`src/rtl/pipeline_mem_arbiter_if.sv`:
```
// Client-side and memory-side signals of the shared memory port. The arbiter takes
// the slave view. The master view is the environment: it drives the client requests
// and the memory response.
interface pipeline_mem_arbiter_if #(
  parameter int NUM_CH = 2,
  parameter int ADDR_W = 16,
  parameter int DATA_W = 16
);
  localparam int BE_W = DATA_W / 8;

  logic [NUM_CH-1:0]        ch_read;
  logic [NUM_CH-1:0]        ch_write;
  logic [NUM_CH*ADDR_W-1:0] ch_addr;
  logic [NUM_CH*DATA_W-1:0] ch_wdata;
  logic [NUM_CH*BE_W-1:0]   ch_byte_enable;
  logic [NUM_CH-1:0]        ch_resp;
  logic [DATA_W-1:0]        ch_rdata;
  logic                     mem_read;
  logic                     mem_write;
  logic [ADDR_W-1:0]        mem_addr;
  logic [DATA_W-1:0]        mem_wdata;
  logic [BE_W-1:0]          mem_byte_enable;
  logic                     mem_resp;
  logic [DATA_W-1:0]        mem_rdata;
  logic [NUM_CH-1:0]        grant;
  logic                     busy;

  modport master (
    output ch_read, ch_write, ch_addr, ch_wdata, ch_byte_enable, mem_resp, mem_rdata,
    input  ch_resp, ch_rdata, mem_read, mem_write, mem_addr, mem_wdata, mem_byte_enable,
    input  grant, busy
  );

  modport slave (
    input  ch_read, ch_write, ch_addr, ch_wdata, ch_byte_enable, mem_resp, mem_rdata,
    output ch_resp, ch_rdata, mem_read, mem_write, mem_addr, mem_wdata, mem_byte_enable,
    output grant, busy
  );
endinterface

```
`src/rtl/pipeline_mem_arbiter.sv`:
```
// N-channel arbiter in front of a single-ported memory. The granted command is latched,
// so that a client which drops or changes its request cannot disturb the memory access.
module pipeline_mem_arbiter #(
  parameter int NUM_CH  = 2,
  parameter int ADDR_W  = 16,
  parameter int DATA_W  = 16,
  parameter int RR_MODE = 0
) (
  input  logic                 clk,
  input  logic                 reset,
  pipeline_mem_arbiter_if.slave bus
);
  localparam int BE_W  = DATA_W / 8;
  localparam int IDX_W = (NUM_CH > 1) ? $clog2(NUM_CH) : 1;
  localparam logic [IDX_W:0] CH_LIMIT = (IDX_W+1)'(NUM_CH);

  typedef enum logic {IDLE, BUSY} state_t;

  state_t state_reg, state_next;

  logic [NUM_CH-1:0] req;
  logic [ADDR_W-1:0] addr_arr  [NUM_CH];
  logic [DATA_W-1:0] wdata_arr [NUM_CH];
  logic [BE_W-1:0]   be_arr    [NUM_CH];

  logic [IDX_W-1:0]  rr_ptr_reg, owner_reg, base_ptr, win_idx;
  logic [IDX_W:0]    cand;
  logic              win_found;
  logic [NUM_CH-1:0] win_onehot, grant_reg, resp_vec;

  logic              rd_reg, wr_reg;
  logic [ADDR_W-1:0] addr_reg;
  logic [DATA_W-1:0] wdata_reg;
  logic [BE_W-1:0]   be_reg;

  genvar gi;
  generate
    for (gi = 0; gi < NUM_CH; gi++) begin : g_unpack
      assign req[gi]       = bus.ch_read[gi] | bus.ch_write[gi];
      assign addr_arr[gi]  = bus.ch_addr[gi*ADDR_W +: ADDR_W];
      assign wdata_arr[gi] = bus.ch_wdata[gi*DATA_W +: DATA_W];
      assign be_arr[gi]    = bus.ch_byte_enable[gi*BE_W +: BE_W];
    end
  endgenerate

  // Fixed priority is a round-robin search that always starts at channel 0.
  assign base_ptr   = (RR_MODE != 0) ? rr_ptr_reg : '0;
  assign win_onehot = {{(NUM_CH-1){1'b0}}, 1'b1} << win_idx;

  always_comb begin
    win_found = 1'b0;
    win_idx   = '0;
    cand      = '0;
    for (int i = 0; i < NUM_CH; i++) begin
      cand = {1'b0, base_ptr} + (IDX_W+1)'(i);
      if (cand >= CH_LIMIT) begin
        cand = cand - CH_LIMIT;
      end
      if (!win_found && req[cand[IDX_W-1:0]]) begin
        win_found = 1'b1;
        win_idx   = cand[IDX_W-1:0];
      end
    end
  end

  always_comb begin
    state_next = state_reg;
    resp_vec   = '0;
    case (state_reg)
      IDLE: if (win_found) state_next = BUSY;
      BUSY: begin
        if (bus.mem_resp) begin
          state_next = IDLE;
          resp_vec   = grant_reg;
        end
      end
      default: state_next = IDLE;
    endcase
  end

  always_ff @(posedge clk) begin
    if (reset) begin
      state_reg  <= IDLE;
      rr_ptr_reg <= '0;
      owner_reg  <= '0;
      grant_reg  <= '0;
      rd_reg     <= 1'b0;
      wr_reg     <= 1'b0;
      addr_reg   <= '0;
      wdata_reg  <= '0;
      be_reg     <= '0;
    end else begin
      state_reg <= state_next;
      if (state_reg == IDLE && win_found) begin
        owner_reg <= win_idx;
        grant_reg <= win_onehot;
        addr_reg  <= addr_arr[win_idx];
        wdata_reg <= wdata_arr[win_idx];
        be_reg    <= be_arr[win_idx];
        // A simultaneous read and write is taken as a write.
        wr_reg    <= bus.ch_write[win_idx];
        rd_reg    <= bus.ch_read[win_idx] & ~bus.ch_write[win_idx];
      end else if (state_reg == BUSY && bus.mem_resp) begin
        grant_reg <= '0;
        rd_reg    <= 1'b0;
        wr_reg    <= 1'b0;
        if (RR_MODE != 0) begin
          rr_ptr_reg <= (owner_reg == IDX_W'(NUM_CH-1)) ? '0 : owner_reg + 1'b1;
        end
      end
    end
  end

  // The strobes are cleared on completion, so they stay low whenever the arbiter is idle.
  assign bus.mem_read        = rd_reg;
  assign bus.mem_write       = wr_reg;
  assign bus.mem_addr        = addr_reg;
  assign bus.mem_wdata       = wdata_reg;
  assign bus.mem_byte_enable = be_reg;
  assign bus.ch_resp         = resp_vec;
  assign bus.ch_rdata        = bus.mem_rdata;
  assign bus.grant           = grant_reg;
  assign bus.busy            = (state_reg == BUSY);
endmodule

```
`src/flat_wrapper.sv`:
```
// flat-port wrapper written by rule: the top's interface ports become plain ports
module pipeline_mem_arbiter_flat 
#(
  parameter int NUM_CH  = 2,
  parameter int ADDR_W  = 16,
  parameter int DATA_W  = 16,
  parameter int RR_MODE = 0
)
  (clk, reset, bus_ch_read, bus_ch_write, bus_ch_addr, bus_ch_wdata, bus_ch_byte_enable, bus_mem_resp, bus_mem_rdata, bus_ch_resp, bus_ch_rdata, bus_mem_read, bus_mem_write, bus_mem_addr, bus_mem_wdata, bus_mem_byte_enable, bus_grant, bus_busy);
  pipeline_mem_arbiter_if #(.NUM_CH(NUM_CH), .ADDR_W(ADDR_W), .DATA_W(DATA_W)) bus_i ();
  input  logic clk;
  input  logic reset;
  input wire logic [$bits(bus_i.ch_read)-1:0] bus_ch_read;
  input wire logic [$bits(bus_i.ch_write)-1:0] bus_ch_write;
  input wire logic [$bits(bus_i.ch_addr)-1:0] bus_ch_addr;
  input wire logic [$bits(bus_i.ch_wdata)-1:0] bus_ch_wdata;
  input wire logic [$bits(bus_i.ch_byte_enable)-1:0] bus_ch_byte_enable;
  input wire logic [$bits(bus_i.mem_resp)-1:0] bus_mem_resp;
  input wire logic [$bits(bus_i.mem_rdata)-1:0] bus_mem_rdata;
  output wire logic [$bits(bus_i.ch_resp)-1:0] bus_ch_resp;
  output wire logic [$bits(bus_i.ch_rdata)-1:0] bus_ch_rdata;
  output wire logic [$bits(bus_i.mem_read)-1:0] bus_mem_read;
  output wire logic [$bits(bus_i.mem_write)-1:0] bus_mem_write;
  output wire logic [$bits(bus_i.mem_addr)-1:0] bus_mem_addr;
  output wire logic [$bits(bus_i.mem_wdata)-1:0] bus_mem_wdata;
  output wire logic [$bits(bus_i.mem_byte_enable)-1:0] bus_mem_byte_enable;
  output wire logic [$bits(bus_i.grant)-1:0] bus_grant;
  output wire logic [$bits(bus_i.busy)-1:0] bus_busy;
  assign bus_i.ch_read = bus_ch_read;
  assign bus_i.ch_write = bus_ch_write;
  assign bus_i.ch_addr = bus_ch_addr;
  assign bus_i.ch_wdata = bus_ch_wdata;
  assign bus_i.ch_byte_enable = bus_ch_byte_enable;
  assign bus_i.mem_resp = bus_mem_resp;
  assign bus_i.mem_rdata = bus_mem_rdata;
  assign bus_ch_resp = bus_i.ch_resp;
  assign bus_ch_rdata = bus_i.ch_rdata;
  assign bus_mem_read = bus_i.mem_read;
  assign bus_mem_write = bus_i.mem_write;
  assign bus_mem_addr = bus_i.mem_addr;
  assign bus_mem_wdata = bus_i.mem_wdata;
  assign bus_mem_byte_enable = bus_i.mem_byte_enable;
  assign bus_grant = bus_i.grant;
  assign bus_busy = bus_i.busy;
  pipeline_mem_arbiter #(.NUM_CH(NUM_CH), .ADDR_W(ADDR_W), .DATA_W(DATA_W), .RR_MODE(RR_MODE)) u_core (.clk(clk), .reset(reset), .bus(bus_i));
endmodule
```
`config.mk`:
```
export PLATFORM = sky130hd
export DESIGN_NAME = pipeline_mem_arbiter_flat
export DESIGN_NICKNAME = d
export VERILOG_FILES = /design/src/rtl/pipeline_mem_arbiter_if.sv /design/src/rtl/pipeline_mem_arbiter.sv /design/src/flat_wrapper.sv
export SDC_FILE = /design/constraint.sdc
export NUM_CORES = 1
export LEC_CHECK = 0
export BUFFER_PORTS_ARGS = -buffer_cell sky130_fd_sc_hd__buf_4
export CELL_PAD_IN_SITES_DETAIL_PLACEMENT = 1
export CELL_PAD_IN_SITES_GLOBAL_PLACEMENT = 1
export CORE_MARGIN = 8
export CORE_UTILIZATION = 27
export DETAILED_ROUTE_END_ITERATION = 12
export PLACE_DENSITY = 0.78
export SLEW_MARGIN = 20
export SYNTH_ARGS = -nofsm -noshare
export SYNTH_HDL_FRONTEND = slang
export SYNTH_SLANG_ARGS = --single-unit
```
`constraint.sdc`:
```
create_clock -name clk -period 2.3 [get_ports clk]
set_input_delay 0.69 -clock clk [delete_from_list [all_inputs] [get_ports clk]]
set_output_delay 0.69 -clock clk [all_outputs]
set_load 0.02 [all_outputs]
```
**Word level (Yosys, flattened, before mapping)**

Index checks and enable logic that the tools add are counted.

- Register bits after elaboration: 39
- Latch bits: 0
- RAM bits: 0
- ROM bits: 0
- Bits of input ports: 91
- Output and inout port bits: 57
- Word-level logic and storage cells: 47
- Memories kept: 0

- $add $sub $neg: 0
- Multipliers: 0
- Div/mod/pow operators: 0
- $lt $le $gt $ge: 2
- Equality and inequality tests: 0
- Shifts and indexed selects: 1
- Multiplexer cells: 26
- Bitwise operators: 6
- Reduce and logical (&&, ||, !) cells: 5

Operators with widths:

| operator | number |
|---|---|
| 16-bit two-way mux | 6 |
| 2-bit two-way mux | 7 |
| 1-bit two-way mux | 12 |
| 1-bit logical AND | 3 |
| 2-bit >= comparator, second input constant | 1 |
| 1-bit by 2-bit < comparator with 1-bit output, second input constant | 1 |
| 1-bit NOT | 2 |
| 1-bit NOT with 2-bit output | 1 |
| 1-bit OR | 2 |
| 1-bit case mux with 2 select lines | 1 |
| 2-bit nonzero test | 1 |
| 1-bit by 1-bit left shift with 2-bit output, first input constant | 1 |
| 1-bit AND | 1 |
| 1-bit logical NOT | 1 |

**Depth between registers and ports, before layout**

Gate-level depths: netlist (run 1).

- Depth in word-level cells: 10
- Gate-level depth with buffers: 5
- Mapped depth without buffers: 3

**Least setup slack after synthesis (run 1)**

OpenSTA, ideal clock, no wires.

- Kind: input-to-reg
- Start point: input bus_ch_write[0]
- End point: register u_core.wdata_reg[10], in the netlist u_core.bus.mem_wdata[10]
- Setup time: 0.133 ns
- Arrival time: 1.678 ns
- Required time: 2.167 ns
- Slack: 0.489 ns
- Cell stages on the path: 5
- Path buffers: 2
- Cells stage by stage: or4_1 -> buf_6 -> buf_6 -> a21oi_1 -> a311oi_1

- Longest elaborated chain between the ends: 9
- Elaborated cells between the ends (all ways): 11
- Those cells by class: 6 x mux; 2 x bitwise; 3 x reduce/logical

Ends and longest elaborated chain:

| what | line | text |
|---|---|---|
| start, declared | flat_wrapper.sv:14 | `input wire logic [$bits(bus_i.ch_write)-1:0] bus_ch_write;` |
| 1-bit OR (*) | pipeline_mem_arbiter.sv:39 | `assign req[gi] = bus.ch_read[gi] \| bus.ch_write[gi];` |
| 1-bit two-way mux (*) | pipeline_mem_arbiter.sv:59 | `if (!win_found && req[cand[IDX_W-1:0]]) begin` |
| 1-bit logical NOT | pipeline_mem_arbiter.sv:59 |  |
| 1-bit logical AND | pipeline_mem_arbiter.sv:59 |  |
| 1-bit two-way mux | pipeline_mem_arbiter.sv:59 |  |
| 1-bit NOT with 2-bit output (implied by the code) | pipeline_mem_arbiter.sv:98 | `wdata_reg <= wdata_arr[win_idx];` |
| 16-bit two-way mux (implied by the code) (3 in a row) | pipeline_mem_arbiter.sv:98 |  |
| end signal, assigned | pipeline_mem_arbiter.sv:98 |  |
| end, declared | pipeline_mem_arbiter.sv:33 | `logic [DATA_W-1:0] wdata_reg;` |

Every way passes the cells marked *; elsewhere a longest branch is shown, timed or not. The select of a mux whose other input is x is not followed.
A chain may end at the register's enable or synchronous reset.

**Final worst setup path (run 1)**

- Start point: register u_core.state_reg, in the netlist u_core.bus.busy
- End point: output bus_ch_resp[0]

- Longest elaborated chain between the ends: 1

Ends and longest elaborated chain:

| what | line | text |
|---|---|---|
| start, declared | pipeline_mem_arbiter.sv:19 | `state_t state_reg, state_next;` |
| start signal, assigned | pipeline_mem_arbiter.sv:93 | `state_reg <= state_next;` |
| 2-bit two-way mux | pipeline_mem_arbiter.sv:69 | `case (state_reg)` |
| end, declared | flat_wrapper.sv:20 | `output wire logic [$bits(bus_i.ch_resp)-1:0] bus_ch_resp;` |

Every way passes these cells.

==> impl_metrics.yaml, run 1 <==
route:
  ant_nets: 0
  avgRoutedWirePerCell_um: 18.6
  routed_wl_um: 8050
  drc_errors: 0
  vias_per_cell: 5.25
  via_count: 2269
  drtPass1Iterations: 4
  drtIter0Drc: 99
outcome:
  status: "finished, final reports clean"
final_layout:
  diodes: 0
  instances_no_fill: 432
  syn2layout_area_growth_pct: 44.6
  final_cell_area_mm2: 0.00296
  final_core_util: 0.405
  finalNetCount: 423
  layout-drive-gt1-share: 0.435
  fill_cells: 912
critical_path:
  cp_max_fo: 11
  worstPathCellList: "and3_1 > buf_4"
  r2r_start: "u_core.bus.busy"
  r2r_setup_slack_ns: 0.77
  worstSetupStartpointType: "register"
  r2r.worst_path.cells: 3
  r2r_end: "u_core.bus.mem_addr[8]"
  crit_type: "reg2out"
  cp_slowest_cell: "dfxtp_1"
  critPathArrivalTime_ns: 1.19
  critPathMaxStageDelay_ns: 0.54
  cp.required_ns: 1.61
  endpoint_kind: "output port"
timing:
  hold_viol: 0
  whs_ns: 0.495
  setup_viol: 0
  finalClockSkew_ns: 0.00621
  rsz0062_at_grt: "false"
  layout_min_cycle_time_ns: 1.88
  slew_viol_final: 0
  slew_headroom: 0.512
  max_freq_ghz: 0.533
  min_period_over_period: 0.816
  tightest_slew_ns: 0.733
  setup_tns_ns: 0
power:
  p_seq_frac: 0.414
  combPwrFrac: 0.270
  intPower_w: 0.00133
  pwr-share-clk: 0.315
  leakagePower_nw: 1.23
  swShare: 0.295
  p_per_area_mw_per_mm2: 636
  p_sw_w: 0.000555
  worst_ir_drop_vdd_uv: 218
die:
  dieArea_mm2: 0.0106
  chipWidth_um: 103
  start_util: 0.280
  die_h_um: 103
  num_rows: 31
  io_pins: 148
  core_mm2: 0.00729
global_route:
  grt_util_met2: 0.265
  grt_pass1_wl_um: 12600
  grt-busiest-layer: "met2"
  grt_pass1_vias: 2491
  use_met3: 0.0439
  grt_overflow: 0
  grtUsageTotal: 0.151
  use_met1: 0.168
  grt_antenna_before_repair: 0
  grt_max_degree: 39
clock_tree:
  cts_tree: "done"
  insertion_delay_ns: 0.29
  post_cts_buffers: 0
  cts-root-buf: "clkbuf_8"
  cts_resized: 0
  clock_path_buffers: 2
  cts_hold_buf: 0
  clock-sinks: 39
  clkSlewWorstSetupHoldPaths_ns: 0.07
  cts_buffers: 5
  htreeDepth: 2
logic_synthesis:
  synthTopCellsByCount: "39 x dfxtp_1, 35 x nand3_1, 35 x o21ai_0"
  synth_most_common_cell: "dfxtp_1"
  synth_top_flop_cell: "dfxtp_1"
  async_flop_share: 0
  synthDistinctLibCells: 25
  synth.area.top_cells: "dfxtp_1 38%, a311oi_1 15%, nand3_1 8.6%"
  yosysTopAreaCell: "dfxtp_1"
  yosysSeqAreaShare: 0.382
  synth_nets: 336
  syn_area_per_cell_um2: 8.34
  synth_edf_count: 0
  ys_ff_latch: 39
  syn_inst: 245
  netlist.area_leader.share: 0.382
  ys_warn_count: 0
  syn_area_mm2: 0.00204
place:
  placed_cells: 424
  portBuffers: 115
  gp_routability_congestion: 0.688
  place_area_mm2: 0.00284
  place_hpwl_um: 5950
worst_hold_path:
  hold-path-endpoint: "u_core.bus.mem_read"
  whs_path_depth: 2
  hp-start: "u_core.bus.mem_read"
  min_path_type: "reg2reg"
run:
  maxCapViolCount: 0
-- logic make-up after synthesis --
group           count (synthesis)  share of synthesized area
flops                          39                      0.382
compound gates                112                      0.355
buf+inv                        46                      0.136
simple gates                   48                      0.127
-- area by class of cell --
class	count	area (um2)	area share
Clock buffer	6	82.6	0.0279
Timing Repair Buffer	125	938	0.318
Clock inverter	2	35.0	0.0119
Tap cell	99	124	0.0419
Multi-Input combinational cell	160	991	0.335
Sequential cell	39	781	0.264
Inverter	1	3.75	0.00127
-- critical path: cells and delay by family (launching register included) --
kind                   cells  cell delay (ns)
DFF                        1             0.54
and+or+nand+nor            1             0.22
buffers and inverters      1             0.14
-- per-stage QoR --
stage                     power, W  setup WS, ns
final                      0.00188         0.424
after global routing       0.00199         0.347
after floorplan            0.00109         0.489
after detailed placement   0.00131         0.264
after CTS                  0.00191         0.409
after global placement     0.00130         0.326
-- power groups by stage --
| stage | logic, W | registers (W) | clock network, W |
|---|---|---|---|
| 2_1_floorplan | 0.000222 | 0.000864 | 0 |
| 4_1_cts | 0.000516 | 0.000779 | 0.000618 |
| 5_1_grt | 0.000550 | 0.000787 | 0.000650 |
| 3_3_place_gp | 0.000501 | 0.000794 | 0 |
| 6_report | 0.000509 | 0.000779 | 0.000593 |
| 3_5_place_dp | 0.000516 | 0.000794 | 0 |
-- cells in the final DEF, fill, tap and decap left out --
cell       netlist  routed
or2_1            1       1
dfxtp_1         39      39
buf_4           16     125
nor4_4           1       1
or2_2            1       1
o211ai_1         3       3
bufinv_16        0       1
nand2_1          2       2
and3_1           2       2
nor2_1           3       1
nand3_1         35      35
nor2b_1          1       1
inv_2            1       1
nor2_2           1       3
a21oi_2          6       6
clkinv_2         0       1
clkbuf_8         0       6
o21ai_0         35      35
a21oi_1         32      32
a21boi_0         1       1
o211a_1          1       1
a311oi_1        34      34
or4_1            1       1
-- worst max path at each step --
stage                     from                        to  slack [ns]  depth (start not counted)
2_1_floorplan  bus_ch_write[0]  u_core.bus.mem_wdata[10]        0.49                          5
3_3_place_gp   bus_ch_write[0]   u_core.bus.mem_addr[11]        0.33                          5
3_5_place_dp   bus_ch_write[0]  u_core.bus.mem_wdata[11]        0.26                          5
4_1_cts        u_core.bus.busy            bus_ch_resp[0]        0.41                          2
5_1_grt        u_core.bus.busy            bus_ch_resp[0]        0.35                          2
6_report       u_core.bus.busy            bus_ch_resp[0]        0.42                          2
-- layer usage --
layer / part of all wire / up-vias
li1: - / 1095
met1: 0.41 / 1083
met2: 0.51 / 80
met3: 0.074 / 11
met4: 0.014 / 0
met5: 0 / -
Note: power is estimated with default switching activity, not from simulation.
==> run 2, diff against run 1 <==
--- a/config.mk
+++ b/config.mk
@@ -5,13 +5,14 @@
 export SDC_FILE = /design/constraint.sdc
 export NUM_CORES = 1
 export LEC_CHECK = 0
+export ABC_AREA = 1
 export BUFFER_PORTS_ARGS = -buffer_cell sky130_fd_sc_hd__buf_4
 export CELL_PAD_IN_SITES_DETAIL_PLACEMENT = 1
 export CELL_PAD_IN_SITES_GLOBAL_PLACEMENT = 1
 export CORE_MARGIN = 8
-export CORE_UTILIZATION = 27
+export CORE_UTILIZATION = 24
 export DETAILED_ROUTE_END_ITERATION = 12
-export PLACE_DENSITY = 0.78
+export PLACE_DENSITY = 0.74
 export SLEW_MARGIN = 20
 export SYNTH_ARGS = -nofsm -noshare
 export SYNTH_HDL_FRONTEND = slang
==> constraint.sdc (replaced) <==
create_clock -name clk -period 1.65 [get_ports clk]
set_input_delay 0.495 -clock clk [delete_from_list [all_inputs] [get_ports clk]]
set_output_delay 0.495 -clock clk [all_outputs]
set_load 0.02 [all_outputs]
==> impl_metrics.yaml, run 2 <==
timing:
  hold_viol: 0
  layout_min_cycle_time_ns: 1.50
  min_period_over_period: 0.912
  tightest_slew_ns: 0.350
  setup_tns_ns: 0
  setup_viol: 0
  max_freq_ghz: 0.665
  rsz0062_at_grt: "false"
  finalClockSkew_ns: 0.00637
  slew_viol_final: 0
  slew_headroom: 0.767
logic_synthesis:
  async_flop_share: 0
  synth.area.top_cells: "dfxtp_1 35%, nor2_1 15%, nand2_1 12%"
  synth_edf_count: 0
  synth_nets: 435
  synth_most_common_cell: "nor2_1"
  yosysTopAreaCell: "dfxtp_1"
  syn_area_mm2: 0.00222
  synthDistinctLibCells: 17
  synth_top_flop_cell: "dfxtp_1"
  synthTopCellsByCount: "89 x nor2_1, 74 x nand2_1, 39 x dfxtp_1, 39 x inv_1, 34 x o21bai_1"
  yosysSeqAreaShare: 0.351
  syn_area_per_cell_um2: 6.46
  syn_inst: 344
  ys_ff_latch: 39
  netlist.area_leader.share: 0.351
  ys_warn_count: 0
critical_path:
  r2r_start: "u_core.bus.busy"
  critPathArrivalTime_ns: 1.01
  cp.required_ns: 1.15
  cp_max_fo: 5
  worstSetupStartpointType: "register"
  critPathMaxStageDelay_ns: 0.38
  cp_slowest_cell: "dfxtp_2"
  cp_num_buf_inv: 1
  endpoint_kind: "output port"
  worstPathCellList: "nand2_2 > nor2_1 > buf_4"
  crit_type: "reg2out"
  r2r_setup_slack_ns: 0.39
  crit_path_start: "u_core.bus.busy"
  crit_family: "flip-flops"
power:
  p_per_area_mw_per_mm2: 813
  worst_ir_drop_vdd_uv: 263
  leakagePower_nw: 1.80
die:
  die_h_um: 112
  num_rows: 35
  chipWidth_um: 112
  start_util: 0.244
  core_mm2: 0.00911
  dieArea_mm2: 0.0126
  io_pins: 148
run:
  maxCapViolCount: 0
worst_hold_path:
  min_path_type: "reg2reg"
  hp-start: "u_core.bus.mem_read"
clock_tree:
  htreeDepth: 2
  clkSlewWorstSetupHoldPaths_ns: 0.08
  insertion_delay_ns: 0.29
  clock-sinks: 39
  clock_path_buffers: 2
  cts-root-buf: "clkbuf_8"
  cts_buffers: 5
  cts_hold_buf: 0
  cts_tree: "done"
final_layout:
  mostFrequentLayoutCell: "buf_4"
  final_core_util: 0.349
  seqCellArea_um2: 782
  fill_cells: 1173
  final_cell_mix: "115 x buf_4, 89 x nor2_1, 73 x nand2_1"
  multiInputGateArea_mm2: 0.00106
  finalNetCount: 527
  layout-drive-gt1-share: 0.348
  syn2layout_area_growth_pct: 43.1
  diodes: 0
place:
  portBuffers: 115
  gp_routability_congestion: 0.738
  place_hpwl_um: 5440
global_route:
  grt_max_degree: 41
  grt_antenna_before_repair: 0
  use_met3: 0.0408
  grt_pass1_wl_um: 11600
  use_met1: 0.125
  grt_overflow: 0
  grtUsageTotal: 0.109
  grt_pass1_vias: 2504
  grt_util_met2: 0.187
  grt-busiest-layer: "met2"
route:
  vias_per_cell: 4.28
  routed_wl_um: 6840
  drc_errors: 0
  drtIter0Drc: 54
  avgRoutedWirePerCell_um: 12.5
  drtPass1Iterations: 4
  ant_nets: 0
  via_count: 2344
outcome:
  status: "finished, final reports clean"
## run 2: kinds of logic after synthesis
| kind of cell | synth area share |
|---|---|
| buffers and inverters | 0.172 |
| AO/OA/AOI/OAI | 0.131 |
| flip-flops | 0.351 |
| AND/OR/NAND/NOR | 0.346 |
## run 2: where the power goes
part,internal [W],leakage (nW),switching [W],total [W]
Sequential,0.00104,0.325,0.0000536,0.00109
Clock,0.000382,0.0515,0.000330,0.000712
Combinational,0.000369,1.42,0.000416,0.000784
Total,0.00179,1.80,0.000800,0.00259
## run 2: final timing paths
kind                        endpoint  cells past startpoint
max                   bus_ch_resp[0]                      3
min              u_core.bus.mem_read                      2
max reg2reg  u_core.bus.mem_wdata[5]                      7
min reg2reg      u_core.bus.mem_read                      2
## run 2: metrics by stage
step / instance area, um2 / cells / setup slack, ns / power (W) / hold WS [ns]
floorplan: 2220 / 344 / 0.202 / 0.00159 / 0.555
CTS: 3180 / 548 / 0.0729 / 0.00265 / 0.498
detailed placement: 3080 / 540 / 0.129 / 0.00191 / 0.497
finish: 3180 / 548 / 0.145 / 0.00259 / 0.504
global route: 3180 / 548 / 0.0397 / 0.00278 / 0.532
global placement: 3080 / 540 / 0.160 / 0.00189 / 0.480
## run 2: worst reg2reg max path, stage by stage (launching register included)
cell and delay [ns]:
dfxtp_2 0.35, inv_2 0.08, o21ai_1 0.11, nand2_2 0.15
buf_12 0.20, nand2_1 0.10, nor2_1 0.11, nor2_1 0.05
## run 2: metal layers
metal | vias up | part of all wire
met5 | - | 0
met2 | 72 | 0.47
li1 | 1190 | -
met1 | 1077 | 0.44
met3 | 5 | 0.075
met4 | 0 | 0.0083
## run 2: cell type report
| cell class | count | share of cell area |
|---|---|---|
| multi-input cells | 230 | 0.334 |
| repair buffers | 119 | 0.297 |
| flip-flops and latches | 39 | 0.246 |
| inverters | 41 | 0.0484 |
| well taps | 111 | 0.0437 |
| clock buffers | 8 | 0.0315 |
## run 2: repair_timing
item | CTS | global route
resized for setup | 1 | 1
setup endpoints to repair | 1 | 1
buffers inserted | 0 | 0
==> run 3, diff against run 2 <==
--- a/config.mk
+++ b/config.mk
@@ -5,14 +5,13 @@
 export SDC_FILE = /design/constraint.sdc
 export NUM_CORES = 1
 export LEC_CHECK = 0
-export ABC_AREA = 1
 export BUFFER_PORTS_ARGS = -buffer_cell sky130_fd_sc_hd__buf_4
 export CELL_PAD_IN_SITES_DETAIL_PLACEMENT = 1
 export CELL_PAD_IN_SITES_GLOBAL_PLACEMENT = 1
 export CORE_MARGIN = 8
-export CORE_UTILIZATION = 24
+export CORE_UTILIZATION = 25
 export DETAILED_ROUTE_END_ITERATION = 12
-export PLACE_DENSITY = 0.74
+export PLACE_DENSITY = 0.76
 export SLEW_MARGIN = 20
 export SYNTH_ARGS = -nofsm -noshare
 export SYNTH_HDL_FRONTEND = slang
==> impl_metrics.yaml, run 3 (synthesis gave the netlist of run 1 again) <==
outcome:
  status: "finished, final reports clean"
place:
  place_hpwl_um: 6180
  portBuffers: 115
  place_area_mm2: 0.00298
  gp_routability_congestion: 0.716
  dp_worst_setup_slack_ns: -0.141
  placed_cells: 439
power:
  combPwrFrac: 0.300
  worst_ir_drop_vdd_uv: 274
  leakagePower_nw: 1.29
  p_sw_w: 0.000777
  p_seq_frac: 0.436
  intPower_w: 0.00172
  pwr-share-clk: 0.264
  swShare: 0.311
  p_per_area_mw_per_mm2: 815
global_route:
  grt_pass1_vias: 2558
  grtUsageTotal: 0.141
  grt_pass1_wl_um: 13300
  grt_antenna_before_repair: 0
  grt_overflow: 0
  grt_max_degree: 39
route:
  drtPass1Iterations: 4
  vias_per_cell: 5.23
  ant_nets: 0
  via_count: 2331
  routed_wl_um: 8260
  avgRoutedWirePerCell_um: 18.5
  drc_errors: 0
  drtIter0Drc: 123
clock_tree:
  insertion_delay_ns: 0.28
  clock_path_buffers: 2
  clkSlewWorstSetupHoldPaths_ns: 0.08
  cts_tree: "done"
  clock-sinks: 39
  htreeDepth: 2
  cts_buffers: 5
  cts-root-buf: "clkbuf_8"
critical_path:
  r2r_end: "u_core.bus.mem_wdata[9]"
  critPathArrivalTime_ns: 1.05
  worstSetupStartpointType: "register"
  r2r_setup_slack_ns: 0.41
  cp_max_fo: 11
  r2r_start: "u_core.bus.busy"
  crit_path_start: "u_core.bus.busy"
  endpoint_kind: "output port"
  r2r.worst_path.cells: 4
  crit_type: "reg2out"
  crit_end: "bus_ch_resp[0]"
  cp.required_ns: 1.15
timing:
  tightest_slew_ns: 0.421
  setup_viol: 0
  hold_viol: 0
  finalClockSkew_ns: 0.00409
  slew_viol_final: 0
  layout_min_cycle_time_ns: 1.55
  fin_ws_ns: 0.101
  min_period_over_period: 0.939
  max_freq_ghz: 0.645
  rsz0062_at_grt: "false"
  slew_headroom: 0.720
die:
  chipWidth_um: 106
  num_rows: 33
  start_util: 0.254
  core_mm2: 0.00805
  die_h_um: 106
  dieArea_mm2: 0.0113
  io_pins: 148
final_layout:
  final_cell_area_mm2: 0.00306
  final_cell_mix: "129 x buf_4, 38 x dfxtp_1, 35 x nand3_1, 35 x o21ai_0, 34 x a311oi_1"
  diodes: 0
  syn2layout_area_growth_pct: 49.9
  layout-drive-gt1-share: 0.452
  final_core_util: 0.381
  instances_no_fill: 446
  finalNetCount: 432
  mostFrequentLayoutCell: "buf_4"
  fill_cells: 951
run:
  maxCapViolCount: 0
worst_hold_path:
  min_path_type: "in2reg"
  whs_path_depth: 3
run 3: cell count changes in the layout (fill, tap and decap cells not counted), sizes merged, moves of 2 or more:
cell    previous run  this run
buf              119       134
o211ai             0         3
nand2             76         2
inv               41         1
and3               0         2
or2                0         2
o21bai            34         0
a21oi              4        38
nor2             109         4
a311oi             0        34
nand3              4        35
o21ai              3        35
clkbuf             8         6
run 3: worst min-delay path by stage:
stage                               from                 endpoint
finish                   bus_ch_addr[29]  u_core.bus.mem_addr[13]
global route             bus_ch_addr[23]   u_core.bus.mem_addr[7]
CTS                      bus_ch_addr[29]  u_core.bus.mem_addr[13]
detailed placement  u_core.bus.mem_write     u_core.bus.mem_write
global placement     u_core.bus.mem_read      u_core.bus.mem_read
floorplan            u_core.bus.mem_read      u_core.bus.mem_read
run 3: layer usage:
| layer | part of all wire | routed length (um) | GRT usage | up-vias |
|---|---|---|---|---|
| met2 | 0.50 | 4150 | 0.242 | 91 |
| met1 | 0.42 | 3510 | 0.170 | 1121 |
| li1 | - | - | - | 1110 |
| met4 | 0.0092 | 76 | 0.0402 | 0 |
| met5 | 0 | 0 | 0 | - |
| met3 | 0.063 | 524 | 0.0339 | 9 |
run 3: what timing repair did:
| action | 4_1_cts | 5_1_grt |
|---|---|---|
| buffers inserted | 0 | 0 |
| resized for setup | 1 | 0 |
| endpoints found under the setup margin | 2 | 0 |
| endpoints found under the hold margin | 0 | 0 |
| hold buffers | 0 | 0 |
run 3: power groups by stage:
stage                     clock (W)  sequential [W]  combinational, W
final                      0.000659         0.00109          0.000751
after CTS                  0.000688         0.00109          0.000759
after detailed placement          0         0.00111          0.000758
after global routing       0.000725         0.00110          0.000810
after floorplan                   0         0.00120          0.000309
after global placement            0         0.00111          0.000741
run 3: layout make-up:
class                           count  area, um2  share of cell area
Timing Repair Buffer              134       1070               0.349
Inverter                            1       3.75             0.00122
Sequential cell                    39        782               0.255
Multi-Input combinational cell    160        991               0.323
Tap cell                          105        131              0.0429
Clock buffer                        6       82.6              0.0269
Clock inverter                      1       5.00             0.00163
run 3: through the flow:
step / hold WS (ns) / power (W) / setup TNS (ns)
floorplan: 0.569 / 0.00151 / 0
global placement: 0.483 / 0.00185 / -3.07
detailed placement: 0.500 / 0.00187 / -3.94
CTS: 0.486 / 0.00254 / 0
global route: 0.494 / 0.00264 / 0
finish: 0.497 / 0.00250 / 0
run 3: worst max-delay path, stage by stage (launching register included):
cell and delay [ns]:
dfxtp_2 0.45, and3_1 0.19, buf_4 0.14
